===== config.mk =====
export PLATFORM = sky130hd
export DESIGN_NAME = dff_debounce_edge
export DESIGN_NICKNAME = d
export VERILOG_FILES = /design/src/rtl/dff_debounce_edge.sv
export SDC_FILE = /design/constraint.sdc
export NUM_CORES = 1
export LEC_CHECK = 0
export BUFFER_PORTS_ARGS = -buffer_cell sky130_fd_sc_hd__buf_2
export CAP_MARGIN = 20
export CELL_PAD_IN_SITES_DETAIL_PLACEMENT = 2
export CELL_PAD_IN_SITES_GLOBAL_PLACEMENT = 2
export CORE_AREA = 2 2 39 41
export CTS_CLUSTER_DIAMETER = 80
export DETAILED_ROUTE_END_ITERATION = 6
export DIE_AREA = 0 0 41 43
export PLACE_DENSITY_LB_ADDON = 0.1
export SKIP_CTS_REPAIR_TIMING = 1
export SYNTH_ARGS = -nofsm -noshare
export SYNTH_HDL_FRONTEND = slang
export SYNTH_SLANG_ARGS = --single-unit

===== constraint.sdc =====
create_clock -name Clock -period 3.8 [get_ports Clock]
set_input_delay 0 -clock Clock [delete_from_list [all_inputs] [get_ports Clock]]
set_output_delay 0 -clock Clock [all_outputs]
set_load 0.02 [all_outputs]

===== src/rtl/dff_debounce_edge.sv =====
// Debounces the registered bit D into a clean level with one-cycle Rise/Fall pulses.
// Latency: a new level held from edge k appears on Q_level after edge k+STABLE_CYCLES-1; no backpressure.
// Optional DFF_DEBOUNCE_EDGE_COUNT_EN adds a saturating Rise counter with synchronous clear.
module dff_debounce_edge #(
  parameter int STABLE_CYCLES = 4,
  parameter int CNT_W         = 3,
  parameter bit RESET_LEVEL   = 1'b0
) (
  input  logic        Clock,
  input  logic        Resetn,
  input  logic        D,
  output logic        Q_level,
  output logic        Rise,
  output logic        Fall,
  output logic        Busy
`ifdef DFF_DEBOUNCE_EDGE_COUNT_EN
  ,
  input  logic        Count_clr,
  output logic [15:0] Edge_count
`endif
);

  typedef enum logic [1:0] {
    STABLE_LO = 2'd0,
    CHECK_HI  = 2'd1,
    STABLE_HI = 2'd2,
    CHECK_LO  = 2'd3
  } state_t;

  localparam state_t                RST_STATE = RESET_LEVEL ? STABLE_HI : STABLE_LO;
  localparam logic [CNT_W-1:0]      CNT_LAST  = CNT_W'(STABLE_CYCLES - 1);
  localparam logic [CNT_W-1:0]      CNT_ONE   = CNT_W'(1);
  localparam bit                    SINGLE    = (STABLE_CYCLES == 1);

  state_t            state_q, state_d;
  logic [CNT_W-1:0]  cnt_q, cnt_d;
  logic              level_d, rise_d, fall_d, busy_d;

  always_ff @(posedge Clock or negedge Resetn) begin
    if (!Resetn) begin
      state_q <= RST_STATE;
      cnt_q   <= '0;
      Q_level <= RESET_LEVEL;
      Rise    <= 1'b0;
      Fall    <= 1'b0;
      Busy    <= 1'b0;
    end else begin
      state_q <= state_d;
      cnt_q   <= cnt_d;
      Q_level <= level_d;
      Rise    <= rise_d;
      Fall    <= fall_d;
      Busy    <= busy_d;
    end
  end

  always_comb begin
    state_d = state_q;
    cnt_d   = cnt_q;
    level_d = Q_level;
    rise_d  = 1'b0;
    fall_d  = 1'b0;
    unique case (state_q)
      STABLE_LO: begin
        if (D) begin
          // With a single required sample the new level is accepted on first sight.
          if (SINGLE) begin
            state_d = STABLE_HI;
            level_d = 1'b1;
            rise_d  = 1'b1;
            cnt_d   = '0;
          end else begin
            state_d = CHECK_HI;
            cnt_d   = CNT_ONE;
          end
        end
      end
      CHECK_HI: begin
        if (!D) begin
          state_d = STABLE_LO;
          cnt_d   = '0;
        end else if (cnt_q == CNT_LAST) begin
          state_d = STABLE_HI;
          level_d = 1'b1;
          rise_d  = 1'b1;
          cnt_d   = '0;
        end else begin
          cnt_d = cnt_q + CNT_ONE;
        end
      end
      STABLE_HI: begin
        if (!D) begin
          if (SINGLE) begin
            state_d = STABLE_LO;
            level_d = 1'b0;
            fall_d  = 1'b1;
            cnt_d   = '0;
          end else begin
            state_d = CHECK_LO;
            cnt_d   = CNT_ONE;
          end
        end
      end
      CHECK_LO: begin
        if (D) begin
          state_d = STABLE_HI;
          cnt_d   = '0;
        end else if (cnt_q == CNT_LAST) begin
          state_d = STABLE_LO;
          level_d = 1'b0;
          fall_d  = 1'b1;
          cnt_d   = '0;
        end else begin
          cnt_d = cnt_q + CNT_ONE;
        end
      end
      default: begin
        state_d = RST_STATE;
        cnt_d   = '0;
      end
    endcase
    busy_d = (state_d == CHECK_HI) || (state_d == CHECK_LO);
  end

`ifdef DFF_DEBOUNCE_EDGE_COUNT_EN
  // Clear wins over an increment landing in the same cycle.
  always_ff @(posedge Clock or negedge Resetn) begin
    if (!Resetn) begin
      Edge_count <= '0;
    end else if (Count_clr) begin
      Edge_count <= '0;
    end else if (Rise && (Edge_count != 16'hFFFF)) begin
      Edge_count <= Edge_count + 16'd1;
    end
  end
`endif

endmodule

==> flow_metrics.env, run 1 <==
export IMPL_die_h_um=43
export IMPL_synth_seq_cells=8
export IMPL_synth_area_per_cell_um2=12.3
export IMPL_ys_warn_count=0
export IMPL_viasPerCell=4.50
export IMPL_clock_sinks=8
export IMPL_cts_root_buf="clkbuf_4"
export IMPL_path_buf_inv=0
export IMPL_grt_pass1_vias=272
export IMPL_hold_violations=0
export IMPL_areaGrowthSynthToFinish_pct=27.9
export IMPL_coreArea_um2=1380
export IMPL_period_needed_ns=1.29
export IMPL_tightest_slew_ns=0.258
export IMPL_place_gp_congestion=0.588
export IMPL_first_pass_iters=1
export IMPL_insertion_delay_ns=0.24
export IMPL_slew_headroom_pct=82.8
export IMPL_clk_pin_slew_ns=0.06
export IMPL_fin_util_pct=30.7
export IMPL_postPlaceCellArea_um2=382
export IMPL_fin_nets=44
export IMPL_htreeDepth=1
export IMPL_syn_inst=27
export IMPL_vias=243
export IMPL_crit_arrival_ns=1.42
export IMPL_ant_nets=0
export IMPL_p_leak_uw=0.000202
export IMPL_grt_start_max_net_pins=9
export IMPL_path_delay_family="flip-flops"
export IMPL_layout_drive_gt1_share_pct=28.9
export IMPL_synth_top_area_share_pct=60.4
export IMPL_fin_worst_skew_ns=0.00366
export IMPL_finalPower_uw=281
export IMPL_cp_end_kind="register"
export IMPL_antennaDiodeCount=0
export IMPL_startpoint_type="register"
export IMPL_finalSetupViolations=0
export IMPL_top_layer="met3"
export IMPL_met2WireLength_um=364
export IMPL_synth_nets=31
export IMPL_start_util_pct=24.0
export IMPL_grt_overflow_total=0
export IMPL_yosys_area_top_type="dfrtp_1"
export IMPL_netlist_area_um2=332
export IMPL_path_cells="ha_1 -> nand3b_1 -> mux2_2"
export IMPL_io_buffer_count=6
export IMPL_register_area_um2=200
export IMPL_multi_input_area_um2=128
export IMPL_cpMaxStageDelayCell="dfrtp_1"
export IMPL_ir_drop_mv=0.218
export IMPL_p_per_area_nw_per_um2=662
export IMPL_num_io_pins=7
export IMPL_design_area_um2=424
export IMPL_synthTopCellsByArea="dfrtp_1 60%, xor2_2 4.9%, nand3b_1 4.5%"
export IMPL_die_area_um2=1760
export IMPL_place_ws_ns=2.50
export IMPL_ys_seq_area_share_pct=60.4
export IMPL_setup_tns_ns=0
export IMPL_fillers=162
export IMPL_drc=0
export IMPL_hold_class="in -> async"
export IMPL_grt_setup_unrepaired="no"
export IMPL_cts_made_buffers=3
export IMPL_dp_hpwl_um=511
export IMPL_finalMaxSlewViolations=0
export IMPL_clockBufferDepth=2
export IMPL_worstPathRequired_ns=3.93
export IMPL_std_cell_rows=14
export IMPL_die_x_um=41
export IMPL_grtUsageTotal_pct=9.96
export IMPL_cts_tree="built"
export IMPL_grt_pass1_wl_um=1120
export IMPL_wl_met3_um=28
export IMPL_antenna_found_initial=0
export IMPL_outcome="complete, no violations"
export IMPL_synth_cell_types=17
export IMPL_clock_fmax_mhz=776
export IMPL_routedWlPerCell_um=11.7
export IMPL_worstPathMaxFanout=5
export IMPL_drv_cap=0
export IMPL_crit_path_max_incr_delay_ns=0.40
export IMPL_wl_met1_um=242
export IMPL_worstSetupPathType="reg -> reg"
export IMPL_initialDrtViolationCount=0
export IMPL_drt_wl_total_um=634
export IMPL_layout_setup_ws_ns=2.51
export IMPL_period_share_pct=33.9
==> synth_stat cells (all sizes together) <==
library cell,count
xor2,1
nand2,1
and3b,1
nand3b,2
mux2,1
inv,1
and2,1
nor2,2
nor3b,1
nand3,1
nand2b,1
ha,1
o21ai,2
dfrtp,8
o21a,1
a21oi,1
nor3,1
==> flip-flops by register name, indices dropped and copies added (netlist names) <==
name / cells
cnt_q: 3
Rise: 1
state_q: 2
Q_level: 1
Fall: 1
==> where the power goes <==
part,switching [uW],total [uW],leakage [uW],internal (uW)
Clock,26.4,62.4,0.0000138,36.0
Sequential,24.9,133,0.0000986,108
Combinational,46.7,86.0,0.0000896,39.3
Total,98.0,281,0.000202,183
==> worst register-to-register path: cells and delay by family, from the launching register on <==
kind / cells / cell delay, ns
DFF: 1 / 0.40
muxes: 1 / 0.36
adders and majority gates: 1 / 0.23
and+or+nand+nor: 1 / 0.19
==> layer usage <==
metal | vias to the layer above | track usage [%]
met5 | - | 0
met1 | 125 | 10.0
met2 | 5 | 16.3
li1 | 113 | -
met4 | 0 | 6.00
met3 | 0 | 3.66
==> stage by stage <==
step | cells | hold WS [ns]
floorplan | 27 | -0.296
global placement | 49 | -0.151
detailed placement | 49 | -0.147
CTS | 52 | -0.415
global route | 54 | 0.131
finish | 54 | 0.123
==> layout make-up <==
type | count | share of cell area (%)
multi-input combinational | 18 | 30.1
sequential | 8 | 47.2
tap | 16 | 4.72
clock buffer | 3 | 5.31
timing repair buffer | 8 | 11.8
inverter | 1 | 0.885
==> logic make-up (layout without fill, tap and decap cells) <==
logic type / Yosys count / after routing / synth area share (%)
AND/OR/NAND/NOR: 11 / 11 / 19.6
flip-flops: 8 / 8 / 60.4
AO/OA/AOI/OAI: 4 / 4 / 6.79
adder cells (fa/ha/maj): 1 / 1 / 3.77
XOR/XNOR: 1 / 1 / 4.91
multiplexers: 1 / 1 / 3.40
buffers and inverters: 1 / 12 / 1.13
==> cells in the final DEF, fill, tap and decap left out <==
cell type	count
and3b_1	1
nand3b_1	2
clkbuf_4	3
and2_1	1
nand3_1	1
mux2_2	1
dfrtp_1	8
xor2_2	1
inv_1	1
nor2_1	2
dlygate4sd3_1	2
o21ai_0	2
ha_1	1
nor3b_1	1
nand2_1	1
nand2b_1	1
a21oi_1	1
buf_2	6
nor3_1	1
o21a_1	1
==> path summary, 6_finish.rpt <==
kind | start | slack, ns | to | depth (start not counted)
min in group Clock | cnt_q[2] | 0.49 | cnt_q[2] | 1
worst min-delay path | Resetn | 0.12 | cnt_q[2] | 2
worst max-delay path | cnt_q[0] | 2.51 | state_q[1] | 3
max in group asynchronous | Resetn | 3.51 | Q_level | 2
worst max register to register | cnt_q[0] | 2.51 | state_q[1] | 3
worst min register to register | cnt_q[2] | 0.49 | cnt_q[2] | 1
(Power assumes the default switching activity.)
==> run 2, diff against run 1 <==
--- a/config.mk
+++ b/config.mk
@@ -5,14 +5,14 @@
 export SDC_FILE = /design/constraint.sdc
 export NUM_CORES = 1
 export LEC_CHECK = 0
+export ABC_AREA = 1
 export BUFFER_PORTS_ARGS = -buffer_cell sky130_fd_sc_hd__buf_2
 export CAP_MARGIN = 20
 export CELL_PAD_IN_SITES_DETAIL_PLACEMENT = 2
 export CELL_PAD_IN_SITES_GLOBAL_PLACEMENT = 2
-export CORE_AREA = 2 2 39 41
+export CORE_UTILIZATION = 25
 export CTS_CLUSTER_DIAMETER = 80
 export DETAILED_ROUTE_END_ITERATION = 6
-export DIE_AREA = 0 0 41 43
 export PLACE_DENSITY_LB_ADDON = 0.1
 export SKIP_CTS_REPAIR_TIMING = 1
 export SYNTH_ARGS = -nofsm -noshare
==> constraint.sdc (replaced) <==
create_clock -name Clock -period 1.1 [get_ports Clock]
set_input_delay 0 -clock Clock [delete_from_list [all_inputs] [get_ports Clock]]
set_output_delay 0 -clock Clock [all_outputs]
set_load 0.02 [all_outputs]
==> flow_metrics.env, run 2 <==
export IMPL_worstSetupPathType="reg -> reg"
export IMPL_die_area_um2=1670
export IMPL_largest_register_ffs=3
export IMPL_dp_hpwl_um=723
export IMPL_htreeDepth=1
export IMPL_synthTopCellsByArea="dfrtp_1 53%, inv_1 8.9%, nand2_1 7.9%"
export IMPL_netlist_area_um2=378
export IMPL_layout_cells_non_filler=71
export IMPL_dp_cells=65
export IMPL_fin_util_pct=35.3
export IMPL_grtUsageMet1_pct=16.1
export IMPL_clockBufferDepth=2
export IMPL_drt_wl_total_um=1010
export IMPL_grt_start_max_net_pins=9
export IMPL_grt_pass1_wl_um=1500
export IMPL_hold_violations=0
export IMPL_p_switching_uw=465
export IMPL_worstPathRequired_ns=1.24
export IMPL_startpoint_type="register"
export IMPL_finalSetupViolations=0
export IMPL_drv_cap=0
export IMPL_cts_made_buffers=3
export IMPL_antenna_found_initial=0
export IMPL_ys_seq_area_share_pct=53.0
export IMPL_outcome="complete, no violations"
export IMPL_coreArea_um2=1350
export IMPL_areaGrowthSynthToFinish_pct=26.2
export IMPL_synth_ff_type="dfrtp_1"
export IMPL_die_x_um=40.9
export IMPL_period_share_pct=96.3
export IMPL_start_util_pct=28.0
export IMPL_viasPerCell=4.72
export IMPL_routedWlPerCell_um=14.3
export IMPL_antennaDiodeCount=0
export IMPL_clock_sinks=8
export IMPL_period_needed_ns=1.06
export IMPL_postPlaceCellArea_um2=427
export IMPL_cts_tree="built"
export IMPL_tightest_slew_ns=0.283
export IMPL_num_io_pins=7
export IMPL_final_cell_mix="9 x inv_1, 8 x dfrtp_1, 8 x nand2_1, 6 x buf_2, 5 x nor2_1"
export IMPL_grtUsageMet2_pct=25.0
export IMPL_finalMaxSlewViolations=0
export IMPL_synth_most_common_cell="inv_1"
export IMPL_top_regs="cnt_q: 3 flops, state_q: 2 flops"
export IMPL_power_frac_seq_pct=41.7
export IMPL_insertion_delay_ns=0.25
export IMPL_drc=0
export IMPL_clock_fmax_mhz=944
export IMPL_ys_warn_count=0
export IMPL_initialDrtViolationCount=6
export IMPL_grt_pass1_vias=347
export IMPL_place_gp_congestion=0.716
export IMPL_crit_arrival_ns=1.20
export IMPL_first_pass_iters=3
export IMPL_intPower_uw=698
export IMPL_synth_seq_cells=8
export IMPL_fillers=171
export IMPL_busiest_layer="met2"
export IMPL_io_buffer_count=6
export IMPL_synth_edf_count=0
export IMPL_pwr_share_comb_pct=38.5
export IMPL_synthArstFlopShare_pct=100
export IMPL_r2r_cells=6
export IMPL_p_clk_share_pct=19.8
export IMPL_worstPathMaxFanout=3
export IMPL_p_leak_uw=0.000263
export IMPL_synth_common_cells="9 x inv_1, 8 x dfrtp_1, 8 x nand2_1"
export IMPL_vias=335
export IMPL_clk_pin_slew_ns=0.06
export IMPL_ir_drop_mv=0.764
export IMPL_yosys_area_top_type="dfrtp_1"
export IMPL_synth_top_area_share_pct=53.0
export IMPL_synth_nets=48
export IMPL_grtUsageTotal_pct=14.7
export IMPL_grt_setup_unrepaired="yes"
export IMPL_fin_worst_skew_ns=0.000983
export IMPL_design_area_um2=477
export IMPL_std_cell_rows=13
export IMPL_cp_end_kind="register"
export IMPL_die_h_um=40.9
export IMPL_p_per_area_nw_per_um2=2440
export IMPL_fin_nets=62
export IMPL_regMostFlops="cnt_q"
export IMPL_grt_overflow_total=0
export IMPL_synth_cell_types=13
export IMPL_layout_commonest_cell="inv_1"
export IMPL_use_met3_pct=3.26
export IMPL_hold_class="in -> async"
export IMPL_cts_root_buf="clkbuf_4"
export IMPL_layout_drive_gt1_share_pct=28.6
export IMPL_syn_inst=44
export IMPL_slew_headroom_pct=81.2
export IMPL_switching_share_pct=40.0
export IMPL_synth_area_per_cell_um2=8.59
export IMPL_ant_nets=0
-- run 2: changes by cell type in the layout (fill, tap and decap cells not counted), sizes merged, moves of 2 or more --
cell	previous run	this run
nor2	2	6
nand4	0	2
nand3	1	3
buf	6	8
nand2	1	10
inv	1	9
-- run 2: worst paths after layout --
| kind | to | startpoint | slack [ns] |
|---|---|---|---|
| worst max register to register | state_q[1] | cnt_q[1] | 0.04 |
| worst max-delay path | state_q[1] | cnt_q[1] | 0.04 |
| max in group asynchronous | state_q[0] | Resetn | 0.80 |
| worst min-delay path | Fall | Resetn | 0.12 |
| min in group Clock | cnt_q[1] | D | 0.14 |
| worst min register to register | Q_level | Q_level | 0.53 |
-- run 2: cells by family after synthesis --
family | Yosys count | share of synthesized area [%]
buffers and inverters | 9 | 8.94
adders and majority gates | 1 | 3.31
DFF | 8 | 53.0
and+or+nand+nor | 22 | 28.5
AOI/OAI and AO/OA | 4 | 6.29
-- run 2: power by group through the flow --
stage	Sequential, uW	Combinational (uW)	Clock, uW
finish	486	447	230
global route	497	509	249
CTS	490	388	238
detailed placement	492	378	0
global placement	487	369	0
floorplan	514	226	0
-- run 2: final cells by class --
class	instances	area (um^2)	area share, %
tap	15	18.8	3.94
multi-input combinational	27	146	30.7
inverter	9	33.8	7.09
timing repair buffer	9	55.1	11.5
sequential	8	200	42.0
clock buffer	3	22.5	4.72
-- run 2: per-layer routing --
| layer | wire, um | vias to the layer above |
|---|---|---|
| met3 | 30 | 2 |
| li1 | - | 162 |
| met5 | 0 | - |
| met2 | 534 | 5 |
| met4 | 4 | 0 |
| met1 | 443 | 166 |
-- run 2: stage by stage --
| stage | hold slack, ns | setup slack, ns | setup TNS [ns] | power, uW |
|---|---|---|---|---|
| CTS | -0.413 | -0.0181 | -0.0181 | 1120 |
| global route | 0.162 | -0.0332 | -0.0698 | 1250 |
| detailed placement | -0.138 | 0.0109 | 0 | 869 |
| global placement | -0.148 | 0.0290 | 0 | 856 |
| finish | 0.119 | 0.0406 | 0 | 1160 |
| floorplan | -0.296 | 0.0740 | 0 | 740 |
-- run 2: critical path: stages (launching register included) --
cell and delay, ns:
dfrtp_1 0.36, ha_2 0.20, nand2_2 0.08, nor2_4 0.13, nand2_1 0.06, o21ai_1 0.07
inv_1 0.05
==> run 3, diff against run 2 <==
--- a/config.mk
+++ b/config.mk
@@ -10,7 +10,7 @@
 export CAP_MARGIN = 20
 export CELL_PAD_IN_SITES_DETAIL_PLACEMENT = 2
 export CELL_PAD_IN_SITES_GLOBAL_PLACEMENT = 2
-export CORE_UTILIZATION = 25
+export CORE_UTILIZATION = 28
 export CTS_CLUSTER_DIAMETER = 80
 export DETAILED_ROUTE_END_ITERATION = 6
 export PLACE_DENSITY_LB_ADDON = 0.1
==> constraint.sdc (replaced) <==
create_clock -name Clock -period 1.19 [get_ports Clock]
set_input_delay 0 -clock Clock [delete_from_list [all_inputs] [get_ports Clock]]
set_output_delay 0 -clock Clock [all_outputs]
set_load 0.02 [all_outputs]
==> flow_metrics.env, run 3 (synthesized netlist as in run 2, its figures left out) <==
export IMPL_r2r_start="cnt_q[0]"
export IMPL_fin_worst_skew_ns=0.00387
export IMPL_grt_pass1_wl_um=1460
export IMPL_die_h_um=38.7
export IMPL_std_cell_rows=12
export IMPL_slew_headroom_pct=83.9
export IMPL_start_util_pct=31.9
export IMPL_hold_violations=0
export IMPL_die_area_um2=1500
export IMPL_grtUsageMet2_pct=27.9
export IMPL_cts_root_buf="clkbuf_4"
export IMPL_startpoint_type="register"
export IMPL_ant_nets=0
export IMPL_grt_start_max_net_pins=9
export IMPL_num_io_pins=7
export IMPL_finalMaxSlewViolations=0
export IMPL_layout_drive_gt1_share_pct=25.9
export IMPL_top_regs="cnt_q: 3 flops, state_q: 2 flops"
export IMPL_period_needed_ns=1.07
export IMPL_first_pass_iters=2
export IMPL_io_buffer_count=6
export IMPL_cts_tree="built"
export IMPL_outcome="complete, no violations"
export IMPL_clockBufferDepth=2
export IMPL_layout_commonest_cell="inv_1"
export IMPL_setup_tns_ns=0
export IMPL_clock_fmax_mhz=935
export IMPL_p_clk_share_pct=20.3
export IMPL_grt_overflow_total=0
export IMPL_fillers=146
export IMPL_drc=0
export IMPL_hold_class="in -> async"
export IMPL_fin_nets=60
export IMPL_finalSetupViolations=0
export IMPL_grt_setup_unrepaired="no"
export IMPL_cts_made_buffers=3
export IMPL_busiest_layer="met2"
export IMPL_grt_pass1_vias=341
export IMPL_place_gp_congestion=0.743
export IMPL_critPathLaunch="cnt_q[0]"
export IMPL_antennaDiodeCount=0
export IMPL_initialDrtViolationCount=4
export IMPL_regMostFlops="cnt_q"
export IMPL_grtUsageMet1_pct=14.1
export IMPL_period_share_pct=89.9
export IMPL_use_met3_pct=10.4
export IMPL_crit_path_max_incr_delay_ns=0.36
export IMPL_p_per_area_nw_per_um2=2190
export IMPL_clk_pin_slew_ns=0.05
export IMPL_die_x_um=38.7
export IMPL_largest_register_ffs=3
export IMPL_antenna_found_initial=0
export IMPL_dp_hpwl_um=679
export IMPL_areaGrowthSynthToFinish_pct=21.9
export IMPL_coreArea_um2=1190
export IMPL_worstPathMaxFanout=3
export IMPL_crit_arrival_ns=1.22
export IMPL_worstPathRequired_ns=1.34
export IMPL_routedWlPerCell_um=12.1
export IMPL_pwr_share_comb_pct=35.5
export IMPL_switching_share_pct=39.7
export IMPL_grtUsageTotal_pct=16.1
export IMPL_worstSetupPathType="reg -> reg"
export IMPL_drv_cap=0
export IMPL_insertion_delay_ns=0.26
export IMPL_htreeDepth=1
export IMPL_clock_sinks=8
export IMPL_cp_end_kind="register"
export IMPL_ir_drop_mv=0.851
export IMPL_viasPerCell=4.84
export IMPL_tightest_slew_ns=0.242
export IMPL_vias=329
export IMPL_intPower_uw=607
export IMPL_power_frac_seq_pct=44.1
export IMPL_p_switching_uw=399
export IMPL_layout_setup_ws_ns=0.121
export IMPL_p_leak_uw=0.000252
export IMPL_path_cells="ha_2 -> nand2_2 -> nor2_4 -> nand2_1 -> o21ai_0 -> inv_1"
export IMPL_place_ws_ns=0.0894
export IMPL_drt_wl_total_um=822
export IMPL_final_cell_mix="9 x inv_1, 8 x dfrtp_1, 8 x nand2_1, 6 x buf_2, 5 x nor2_1"
export IMPL_cpMaxStageDelayCell="dfrtp_1"
run 3: cell type report:
type,count,area [um^2],area share [%]
clock buffers,3,22.5,4.89
inverters,9,33.8,7.34
multi-input cells,27,146,31.8
flip-flops and latches,8,200,43.5
well taps,14,17.5,3.80
repair buffers,7,40.0,8.70
run 3: power groups by stage:
stage / Sequential (uW) / Combinational, uW / Clock (uW)
2_1_floorplan: 475 / 209 / 0
3_5_place_dp: 451 / 360 / 0
4_1_cts: 447 / 361 / 220
5_1_grt: 457 / 419 / 226
3_3_place_gp: 444 / 337 / 0
6_report: 444 / 358 / 205
run 3: final timing paths:
| kind | cells after the start | slack, ns | to |
|---|---|---|---|
| max | 6 | 0.12 | state_q[1] |
| min | 2 | 0.11 | Rise |
| max reg2reg | 6 | 0.12 | state_q[1] |
| min reg2reg | 1 | 0.48 | cnt_q[0] |
| max in group asynchronous | 2 | 0.91 | state_q[0] |
| min in group Clock | 4 | 0.11 | Fall |
run 3: per-layer routing:
metal  vias to the layer above  wire length (um)
met2                         9               452
met3                         3                55
met5                         -                 0
met4                         0                11
li1                        160                 -
met1                       157               302
run 3: critical path: cells and delay by family (launching register included):
| family | cells | cell delay [ns] |
|---|---|---|
| compound gates | 1 | 0.06 |
| simple gates | 3 | 0.27 |
| buf+inv | 1 | 0.05 |
| fa+ha+maj | 1 | 0.22 |
| flops | 1 | 0.36 |
run 3: stage by stage:
| stage | hold WS, ns | total power (uW) | utilization, % | cell area (um^2) | cells |
|---|---|---|---|---|---|
| 4_1_cts | -0.429 | 1030 | 37.8 | 448 | 67 |
| 3_5_place_dp | -0.147 | 811 | 35.9 | 425 | 64 |
| 5_1_grt | 0.141 | 1100 | 38.8 | 460 | 68 |
| 6_report | 0.112 | 1010 | 38.8 | 460 | 68 |
| 2_1_floorplan | -0.296 | 684 | - | 378 | 44 |
| 3_3_place_gp | -0.148 | 781 | 35.9 | 425 | 64 |
